### src/rtl/mem_stage_access_ctrl_if.sv
// rtl/mem_stage_access_ctrl_if.sv - data-memory req/ack bus between the memory-stage controller and the data memory
`timescale 1ns/1ps

interface mem_stage_access_ctrl_if;
    logic        dmem_req;
    logic        dmem_we;
    logic [31:0] dmem_addr;
    logic [3:0]  dmem_be;
    logic [31:0] dmem_wdata;
    logic [31:0] dmem_rdata;
    logic        dmem_ack;

    // controller side
    modport master (
        output dmem_req, dmem_we, dmem_addr, dmem_be, dmem_wdata,
        input  dmem_rdata, dmem_ack
    );

    // memory side
    modport slave (
        input  dmem_req, dmem_we, dmem_addr, dmem_be, dmem_wdata,
        output dmem_rdata, dmem_ack
    );
endinterface

### src/rtl/mem_stage_access_ctrl.sv
// rtl/mem_stage_access_ctrl.sv - memory-stage data-access controller, optional MEM_TIMEOUT_EN abort on missing ack
`timescale 1ns/1ps

module mem_stage_access_ctrl #(
    parameter int TIMEOUT_CYCLES = 255,
    parameter int TO_CNT_W       = 8
) (
    input  logic                      clk,
    input  logic                      rst_n,
    input  logic                      MemRead_M,
    input  logic                      MemWrite_M,
    input  logic [3:0]                ByteControl_M,
    input  logic                      LoadSigned_M,
    input  logic [31:0]               Addr_M,
    input  logic [31:0]               WriteData_M,
    mem_stage_access_ctrl_if.master   bus,
    output logic                      stall_M,
    output logic [31:0]               ReadData_M,
    output logic                      access_done,
    output logic                      bus_err
);

    typedef enum logic [1:0] {S_IDLE, S_BUSY, S_DONE} state_t;

    state_t      r_state;
    logic        r_req;
    logic        r_we;
    logic [31:0] r_addr;
    logic [3:0]  r_be;
    logic [31:0] r_wdata;
    logic [31:0] r_rdata;
    logic        r_access_done;
    logic        w_access;
    logic        w_unused;

    // the counter width must be able to reach the last waiting cycle
    if ((64'd1 << TO_CNT_W) <= 64'(TIMEOUT_CYCLES)) begin : g_cfg_err
        $error("TO_CNT_W too narrow for TIMEOUT_CYCLES");
    end

`ifdef MEM_TIMEOUT_EN
    logic [TO_CNT_W-1:0] r_to_cnt;
    logic                r_bus_err;
    assign bus_err = r_bus_err;
`else
    assign bus_err = 1'b0;
`endif

    // byte address bits only matter for lane selection, which comes from the enables
    assign w_unused = &{1'b0, Addr_M[1:0]};

    assign w_access = (MemRead_M | MemWrite_M) & (ByteControl_M != 4'b0000);

    // replicate sub-word store data across every lane it could land in
    function automatic logic [31:0] f_steer(input logic [3:0] be, input logic [31:0] wd);
        logic [31:0] r;
        case (be)
            4'b0001, 4'b0010, 4'b0100, 4'b1000: r = {4{wd[7:0]}};
            4'b0011, 4'b1100:                   r = {2{wd[15:0]}};
            default:                            r = wd;
        endcase
        return r;
    endfunction

    // move the selected lane down to bit 0 and extend it
    function automatic logic [31:0] f_align(input logic [3:0] be, input logic [31:0] d, input logic sgn);
        logic [31:0] r;
        case (be)
            4'b0001: r = {{24{sgn & d[7]}},  d[7:0]};
            4'b0010: r = {{24{sgn & d[15]}}, d[15:8]};
            4'b0100: r = {{24{sgn & d[23]}}, d[23:16]};
            4'b1000: r = {{24{sgn & d[31]}}, d[31:24]};
            4'b0011: r = {{16{sgn & d[15]}}, d[15:0]};
            4'b1100: r = {{16{sgn & d[31]}}, d[31:16]};
            default: r = d;
        endcase
        return r;
    endfunction

    // access FSM: launch in IDLE, wait for ack in BUSY, retire for one cycle in DONE
    always_ff @(posedge clk) begin
        if (!rst_n) begin
            r_state       <= S_IDLE;
            r_req         <= 1'b0;
            r_we          <= 1'b0;
            r_addr        <= 32'h0;
            r_be          <= 4'h0;
            r_wdata       <= 32'h0;
            r_rdata       <= 32'h0;
            r_access_done <= 1'b0;
`ifdef MEM_TIMEOUT_EN
            r_to_cnt      <= '0;
            r_bus_err     <= 1'b0;
`endif
        end else begin
            r_access_done <= 1'b0;
`ifdef MEM_TIMEOUT_EN
            r_bus_err     <= 1'b0;
`endif
            case (r_state)
                S_IDLE: begin
                    if (w_access) begin
                        r_req   <= 1'b1;
                        r_we    <= MemWrite_M;
                        r_addr  <= {Addr_M[31:2], 2'b00};
                        r_be    <= ByteControl_M;
                        r_wdata <= f_steer(ByteControl_M, WriteData_M);
                        r_state <= S_BUSY;
`ifdef MEM_TIMEOUT_EN
                        r_to_cnt <= '0;
`endif
                    end
                end
                S_BUSY: begin
                    if (bus.dmem_ack) begin
                        r_req         <= 1'b0;
                        r_access_done <= 1'b1;
                        r_state       <= S_DONE;
                        if (!r_we) begin
                            r_rdata <= f_align(r_be, bus.dmem_rdata, LoadSigned_M);
                        end
`ifdef MEM_TIMEOUT_EN
                    end else if (r_to_cnt == TO_CNT_W'(TIMEOUT_CYCLES - 1)) begin
                        r_req         <= 1'b0;
                        r_access_done <= 1'b1;
                        r_bus_err     <= 1'b1;
                        r_state       <= S_DONE;
                        if (!r_we) begin
                            r_rdata <= 32'h0;
                        end
                    end else begin
                        r_to_cnt <= r_to_cnt + 1'b1;
`endif
                    end
                end
                default: begin
                    r_state <= S_IDLE;
                end
            endcase
        end
    end

    // hold the pipeline from the cycle the access is seen until it retires
    always_comb begin
        stall_M = 1'b0;
        case (r_state)
            S_IDLE:  stall_M = w_access;
            S_BUSY:  stall_M = 1'b1;
            default: stall_M = 1'b0;
        endcase
    end

    assign bus.dmem_req   = r_req;
    assign bus.dmem_we    = r_we;
    assign bus.dmem_addr  = r_addr;
    assign bus.dmem_be    = r_be;
    assign bus.dmem_wdata = r_wdata;
    assign ReadData_M     = r_rdata;
    assign access_done    = r_access_done;

endmodule

### src/flat_wrapper.sv
// flat-port wrapper written by rule: the top's interface ports become plain ports
module mem_stage_access_ctrl_flat 
#(
    parameter int TIMEOUT_CYCLES = 255,
    parameter int TO_CNT_W       = 8
)
  (clk, rst_n, MemRead_M, MemWrite_M, ByteControl_M, LoadSigned_M, Addr_M, WriteData_M, stall_M, ReadData_M, access_done, bus_err, bus_dmem_req, bus_dmem_we, bus_dmem_addr, bus_dmem_be, bus_dmem_wdata, bus_dmem_rdata, bus_dmem_ack);
  mem_stage_access_ctrl_if bus_i ();
  input  logic clk;
  input  logic rst_n;
  input  logic MemRead_M;
  input  logic MemWrite_M;
  input  logic [3:0] ByteControl_M;
  input  logic LoadSigned_M;
  input  logic [31:0] Addr_M;
  input  logic [31:0] WriteData_M;
  output logic stall_M;
  output logic [31:0] ReadData_M;
  output logic access_done;
  output logic bus_err;
  output wire logic [$bits(bus_i.dmem_req)-1:0] bus_dmem_req;
  output wire logic [$bits(bus_i.dmem_we)-1:0] bus_dmem_we;
  output wire logic [$bits(bus_i.dmem_addr)-1:0] bus_dmem_addr;
  output wire logic [$bits(bus_i.dmem_be)-1:0] bus_dmem_be;
  output wire logic [$bits(bus_i.dmem_wdata)-1:0] bus_dmem_wdata;
  input wire logic [$bits(bus_i.dmem_rdata)-1:0] bus_dmem_rdata;
  input wire logic [$bits(bus_i.dmem_ack)-1:0] bus_dmem_ack;
  assign bus_dmem_req = bus_i.dmem_req;
  assign bus_dmem_we = bus_i.dmem_we;
  assign bus_dmem_addr = bus_i.dmem_addr;
  assign bus_dmem_be = bus_i.dmem_be;
  assign bus_dmem_wdata = bus_i.dmem_wdata;
  assign bus_i.dmem_rdata = bus_dmem_rdata;
  assign bus_i.dmem_ack = bus_dmem_ack;
  mem_stage_access_ctrl #(.TIMEOUT_CYCLES(TIMEOUT_CYCLES), .TO_CNT_W(TO_CNT_W)) u_core (.clk(clk), .rst_n(rst_n), .MemRead_M(MemRead_M), .MemWrite_M(MemWrite_M), .ByteControl_M(ByteControl_M), .LoadSigned_M(LoadSigned_M), .Addr_M(Addr_M), .WriteData_M(WriteData_M), .bus(bus_i), .stall_M(stall_M), .ReadData_M(ReadData_M), .access_done(access_done), .bus_err(bus_err));
endmodule
### config.mk
export PLATFORM = sky130hd
export DESIGN_NAME = mem_stage_access_ctrl_flat
export DESIGN_NICKNAME = d
export VERILOG_FILES = /design/src/rtl/mem_stage_access_ctrl_if.sv /design/src/rtl/mem_stage_access_ctrl.sv /design/src/flat_wrapper.sv
export SDC_FILE = /design/constraint.sdc
export NUM_CORES = 1
export LEC_CHECK = 0
export ABC_CLOCK_PERIOD_IN_PS = 3300
export CAP_MARGIN = 20
export CELL_PAD_IN_SITES_DETAIL_PLACEMENT = 1
export CELL_PAD_IN_SITES_GLOBAL_PLACEMENT = 1
export CORE_UTILIZATION = 29
export CTS_CLUSTER_DIAMETER = 150
export DETAILED_ROUTE_END_ITERATION = 16
export PLACE_DENSITY = 0.87
export SYNTH_ARGS = -nofsm -noshare
export SYNTH_HDL_FRONTEND = slang
export SYNTH_SLANG_ARGS = --single-unit
### constraint.sdc
create_clock -name clk -period 3.3 [get_ports clk]
set_clock_uncertainty 0.2 [all_clocks]
set_input_delay 0.33 -clock clk [delete_from_list [all_inputs] [get_ports clk]]
set_output_delay 0.33 -clock clk [all_outputs]
set_load 0.05 [all_outputs]
==> out/qor.csv, run 1 <==
metric;value;unit
Critical Path Slowest Stage Cell;clkdlybuf4s50_1;
Post-Route Setup TNS;0;ps
placeable core region;15800;um^2
launching instance or port of the critical path;ByteControl_M[3];
critical path peak fanout;3;
Clock Sink Count;103;
Ys Warns;0;
number of vias in the routed layout;4966;
share of total power consumed by net switching;35.9;%
reported leakage power;2.58;nW
TritonCTS Buffers;9;
global-route usage over all layers;20.8;%
share of synthesized registers carrying an async set or reset;0;%
final estimated routing congestion in global placement;0.821;
post-cts gate resize count;0;
die boundary height;129;um
setup repair after global routing missed its margin;no;
post-detailed-route wirelength per cell;17.4;um
flip-flop and latch count after synthesis;103;
CTS HTree Levels;3;
synthesized instance count;575;
Filler Cells Inserted;1903;
nature of the critical path startpoint;primary input;
start-to-end type of the worst setup path;in -> out;
Worst setup EP type;primary output;
total I/O pin count;211;
portion of total power attributed to the clock network;28.5;%
first-pass GRT wire length;26600;um
count of flip-flops with a built-in enable after synthesis;0;
outcome;finished, final reports clean;
number of iterations in the first detailed-routing pass;4;
antenna diode count;0;
biggest cell delay along the critical path;720;ps
total power;3.77;mW
Req. time, crit path;2770;ps
max-slew headroom at the worst pin;42.4;%
Worst R2R Start;u_core.bus.dmem_be[1];
number of max-cap violations;0;
summed area of non-filler cells in the final layout;7140;um^2
via count normalized by instance count;5.08;
final max-slew violation count;0;
Flop pwr share;38.0;%
Most used DFF post-synth;dfxtp_1;
Fmax;0.369;GHz
placed wire-length estimate;12100;um
per-instance average area after synthesis;8.12;um^2
First DRT Iteration DRCs;196;
die width;129;um
Post-Route WL;17000;um
Cell variety after synth;47;
insertion delay to the later sink of the worst-skew pair;350;ps
total power density per cell area;527;nW/um^2
cell chain of the critical path;clkdlybuf4s50_1, nor4_4, nor2_1, nor2_1, nor2_1, clkdlybuf4s50_1;
library cell used as clock root buffer;clkbuf_16;
final setup violation count;0;
# nets final;864;
pin slew with the least headroom to its limit;860;ps
antenna violations before repair;0;
maximum number of pins on one net before global-route repair;66;
post-synthesis cell area;4670;um^2
final worst-path cycle share;82.2;%
cell repeated most along the worst path;nor2_1;
Final Worst Setup Slack;588;ps
antenna violation net count after detailed routing;0;
number of setup buffers added after CTS;0;
post-synthesis sequential area ratio;44.2;%
Remaining DRCs;0;
ratio of cells with drive above 1 in the final layout;8.15;%
arrival time of data at the critical path endpoint;2180;ps
die outline area;16600;um^2
startpoint of the most critical hold path;u_core.bus.dmem_addr[18];
initial core utilization;29.5;%
worst slack at placement;602;ps
number of input and output port buffers inserted;205;
Bufs on Longest Clock Path;2;
total global routing overflow;0;
clock transition at the registers of the reported paths;70;ps
worst vdd rail ir drop;0.000264;V
final count of hold timing violations;0;
switching power;1.35;mW
hold bufs inserted after CTS;0;
Top delay family on crit path;buffers and inverters;
Area Growth Syn to Fin;53.0;%
clock tree from TritonCTS;yes;
post-layout min period;2710;ps
internal power;2.42;mW
worst hold-check path type;reg -> reg;
Placed Area;6840;um^2
FP Rows;46;
vias in the first global route;4957;
CP Buf/Inv Count;2;
relative contribution of combinational cells to total power;33.5;%
[metrics by stage]
stage / utilization, % / hold WS (ps) / cells
2_1_floorplan: - / 266 / 577
3_3_place_gp: 43.2 / 241 / 962
3_5_place_dp: 43.2 / 248 / 962
4_1_cts: 45.0 / 256 / 976
5_1_grt: 45.1 / 264 / 977
6_report: 45.1 / 254 / 977
[cells by family (layout without fill, tap and decap cells)]
family / Yosys count / in the layout / share of synthesized area, %
buf+inv: 58 / 242 / 6.70
simple gates: 193 / 193 / 20.4
compound gates: 217 / 217 / 28.0
flops: 103 / 103 / 44.2
other cells: 1 / 3 / 0.0803
xor+xnor: 3 / 3 / 0.724
[path summary, 6_finish.rpt]
| check | endpoint | slack [ps] | cells past startpoint |
|---|---|---|---|
| hold / removal | u_core.bus.dmem_addr[18] | 250 | 2 |
| setup / recovery | stall_M | 590 | 6 |
| hold reg to reg | u_core.bus.dmem_addr[18] | 250 | 2 |
| setup reg to reg | u_core.ReadData_M[22] | 930 | 4 |
[per-layer routing]
layer / vias up / GRT usage, % / routed length (um)
met1: 2368 / 24.3 / 7090
met2: 172 / 35.7 / 8220
met5: - / 0 / 0
met4: 0 / 8.58 / 408
met3: 27 / 5.86 / 1310
li1: 2399 / - / -
[area by class of cell]
cell class                      count  area [um^2]  share of cell area, %
Sequential cell                   103         2060                   28.9
Clock inverter                      3         45.0                  0.630
Multi-Input combinational cell    416         2310                   32.3
Tap cell                          216          270                   3.78
Timing Repair Buffer              222         2190                   30.7
Inverter                            6         22.5                  0.315
Clock buffer                       11          243                   3.40
[power by group through the flow]
stage / combinational [mW] / sequential, mW / clock, mW
floorplan: 0.420 / 1.83 / 0
global placement: 1.24 / 1.45 / 0
detailed placement: 1.26 / 1.46 / 0
CTS: 1.27 / 1.43 / 1.11
global route: 1.34 / 1.45 / 1.16
finish: 1.26 / 1.43 / 1.07
[worst min-delay path, stage by stage, from the launching register on]
cell	delay [ps]
dfxtp_1	310
nand2_1	50
a21oi_1	50
[flip-flops by register name, summed over array words and instances (netlist names)]
register / count
u_core.bus.dmem_wdata: 32
u_core.access_done: 1
u_core.r_state: 2
u_core.bus.dmem_req: 1
u_core.bus.dmem_be: 4
u_core.ReadData_M: 32
u_core.bus.dmem_addr: 30
u_core.bus.dmem_we: 1
[cells in the mapped netlist, types with 10 or more instances]
| library cell | n | area, um^2 |
|---|---|---|
| a21oi_1 | 54 | 270 |
| nand2b_1 | 16 | 100 |
| o21ai_0 | 64 | 320 |
| dfxtp_1 | 103 | 2060 |
| nand3b_1 | 12 | 90.1 |
| nand2_2 | 10 | 62.6 |
| clkbuf_1 | 24 | 90.1 |
| nor2_1 | 17 | 63.8 |
| a31oi_1 | 47 | 294 |
| nand2_1 | 112 | 420 |
| a21oi_2 | 11 | 96.3 |
| buf_2 | 16 | 80.1 |
[cell usage in the layout (no fill, tap or decap), types with 10 or more instances in the layout]
master and instances:
nand2_1 112, buf_4 16, nand2b_1 16, a21oi_1 54, dfxtp_1 103, nand3b_1 12, nor2_1 16, o21ai_0 64
a21oi_2 11, a31oi_1 47, nand2_2 10, clkdlybuf4s50_1 205
(Power assumes the default switching activity.)
==> run 2, diff against run 1 <==
Settings changed: ABC_CLOCK_PERIOD_IN_PS 3300 to 2400, CORE_UTILIZATION 29 to 26, PLACE_DENSITY 0.87 to 0.83.
Clock period 3.3 ns to 2.4 ns, I/O delays scaled along.
==> run 2 against run 1 <==
Compared with the run above: sequential share of layout area fell by 0.48 points; cell area rose by 1.7%; flip-flop and latch count did not move; combinational power rose by 41%; hold slack got worse by 24 ps; non-clock buffer count rose by 7; critical endpoint is now bus_dmem_be[3]; largest power group unchanged; highest routed layer unchanged.
==> out/qor.csv, run 2 (synthesized netlist as in run 1, its figures left out) <==
metric;value;unit;change
die width;136;um;+5.5%
maximum number of pins on one net before global-route repair;53;;-20%
setup repair after global routing missed its margin;no;;
# nets final;871;;+0.81%
post-layout min period;2260;ps;
post-detailed-route wirelength per cell;17.5;um;+0.54%
placeable core region;17400;um^2;+10%
portion of total power attributed to the clock network;29.6;%;+1.1 points
worst slack at placement;20.1;ps;-582 ps
arrival time of data at the critical path endpoint;1820;ps;-360 ps
Top delay family on crit path;buffers and inverters;;
pin slew with the least headroom to its limit;1050;ps;+194 ps
number of input and output port buffers inserted;205;;unchanged
max-slew headroom at the worst pin;29.7;%;-13 points
CTS HTree Levels;3;;unchanged
total global routing overflow;0;;unchanged
vias in the first global route;5079;;+2.5%
final worst-path cycle share;94.1;%;
number of vias in the routed layout;4990;;+0.48%
final max-slew violation count;0;;unchanged
leading cell type in the layout, fill and taps excluded;clkdlybuf4s50_1;;
Req. time, crit path;1960;ps;-810 ps
share of total power consumed by net switching;36.4;%;+0.55 points
hold bufs inserted after CTS;0;;unchanged
Flop pwr share;36.9;%;-1.1 points
CP Buf/Inv Count;1;;-1
critical path peak fanout;11;;+8
TritonCTS Buffers;9;;unchanged
global-route usage over all layers;19.0;%;-1.7 points
number of iterations in the first detailed-routing pass;4;;unchanged
Critical Path Slowest Stage Cell;clkdlybuf4s50_1;;
Crit path depth;1;;-5
Bufs on Longest Clock Path;2;;unchanged
First DRT Iteration DRCs;226;;+15%
worst vdd rail ir drop;0.000469;V;+77%
outcome;finished, final reports clean;;
Post-Route Utilization;41.7;%;-3.4 points
die boundary height;136;um;+5.5%
Post-Route Setup TNS;0;ps;unchanged
placed wire-length estimate;12600;um;+4.4%
biggest cell delay along the critical path;880;ps;+160 ps
antenna violations before repair;0;;unchanged
relative contribution of combinational cells to total power;33.5;%;about the same
reported leakage power;2.65;nW;+2.7%
Area Growth Syn to Fin;55.6;%;
ratio of cells with drive above 1 in the final layout;9.74;%;+1.6 points
final count of hold timing violations;0;;unchanged
clock transition at the registers of the reported paths;80;ps;about the same
worst-case reg-to-reg path depth;4;;unchanged
FP Rows;48;;+4.3%
clock tree from TritonCTS;yes;;
Fmax;0.443;GHz;
first-pass GRT wire length;27200;um;+2.1%
total I/O pin count;211;;unchanged
Clock Sink Count;103;;unchanged
final setup violation count;0;;unchanged
total power density per cell area;732;nW/um^2;+39%
worst hold-check path type;in -> reg;;
antenna violation net count after detailed routing;0;;unchanged
final estimated routing congestion in global placement;0.797;;-2.9%
number of setup buffers added after CTS;0;;unchanged
nature of the critical path startpoint;flip-flop;;
internal power;3.38;mW;+40%
switching power;1.94;mW;+43%
post-cts gate resize count;0;;unchanged
initial core utilization;26.8;%;-2.7 points
library cell used as clock root buffer;clkbuf_16;;
insertion delay to the later sink of the worst-skew pair;350;ps;about the same
Worst setup EP type;primary output;;
via count normalized by instance count;5.02;;-1.3%
die outline area;18500;um^2;+11%
antenna diode count;0;;unchanged
cell chain of the critical path;clkdlybuf4s50_1;;
number of max-cap violations;0;;unchanged
Post-Route WL;17400;um;+2.4%
commonest non-fill, non-tap cells in the layout;clkdlybuf4s50_1, nand2_1, dfxtp_1;;
start-to-end type of the worst setup path;reg -> out;;
Final Worst Setup Slack;142;ps;-446 ps
Remaining DRCs;0;;unchanged
cell depth of the worst hold path;3;;+1
run 2: changes by cell type in the layout (fill, tap and decap cells not counted), sizes merged:
| cell | change |
|---|---|
| clkbuf | -1 |
| clkinvlp | -2 |
| buf | +10 |
| clkdlybuf4s50 | -3 |
| clkinv | +3 |
| inv | +2 |
run 2: layout make-up:
class | instances | area [um^2]
clock inverters | 6 | 76.3
inverters | 6 | 22.5
clock buffers | 10 | 239
well taps | 225 | 282
fillers | 2058 | 10200
repair buffers | 229 | 2270
flip-flops and latches | 103 | 2060
multi-input cells | 416 | 2310
run 2: layer usage:
| metal | GRT usage [%] | part of all wire [%] |
|---|---|---|
| met2 | 31.7 | 48 |
| met4 | 7.59 | 2.1 |
| met3 | 6.75 | 8.1 |
| met1 | 22.1 | 42 |
| met5 | 0 | 0 |
run 2: final timing paths:
kind / from / end / slack (ps)
worst min-delay path: Addr_M[7] / u_core.bus.dmem_addr[7] / 230
worst max register to register: u_core.bus.dmem_be[3] / u_core.ReadData_M[11] / 230
worst max-delay path: u_core.bus.dmem_be[3] / bus_dmem_be[3] / 140
worst min register to register: u_core.bus.dmem_addr[23] / u_core.bus.dmem_addr[23] / 250
run 2: worst reg2reg max path, delay by kind of cell, from the launching register on:
kind / cells / cell delay, ps
compound gates: 3 / 840
simple gates: 1 / 560
flops: 1 / 440
run 2: power by group through the flow:
| stage | clock, mW | combinational, mW | sequential (mW) |
|---|---|---|---|
| 6_report | 1.58 | 1.78 | 1.96 |
| 2_1_floorplan | 0 | 0.577 | 2.52 |
| 4_1_cts | 1.63 | 1.79 | 1.97 |
| 3_3_place_gp | 0 | 1.76 | 2.00 |
| 3_5_place_dp | 0 | 1.78 | 2.00 |
| 5_1_grt | 1.69 | 1.89 | 1.98 |
run 2: metrics by stage:
stage	cell area (um^2)	cells	hold WS, ps	power [mW]
floorplan	4680	577	176	3.09
global placement	6950	979	241	3.75
detailed placement	6950	979	246	3.79
CTS	7270	995	212	5.39
global route	7270	995	224	5.56
finish	7270	995	230	5.32
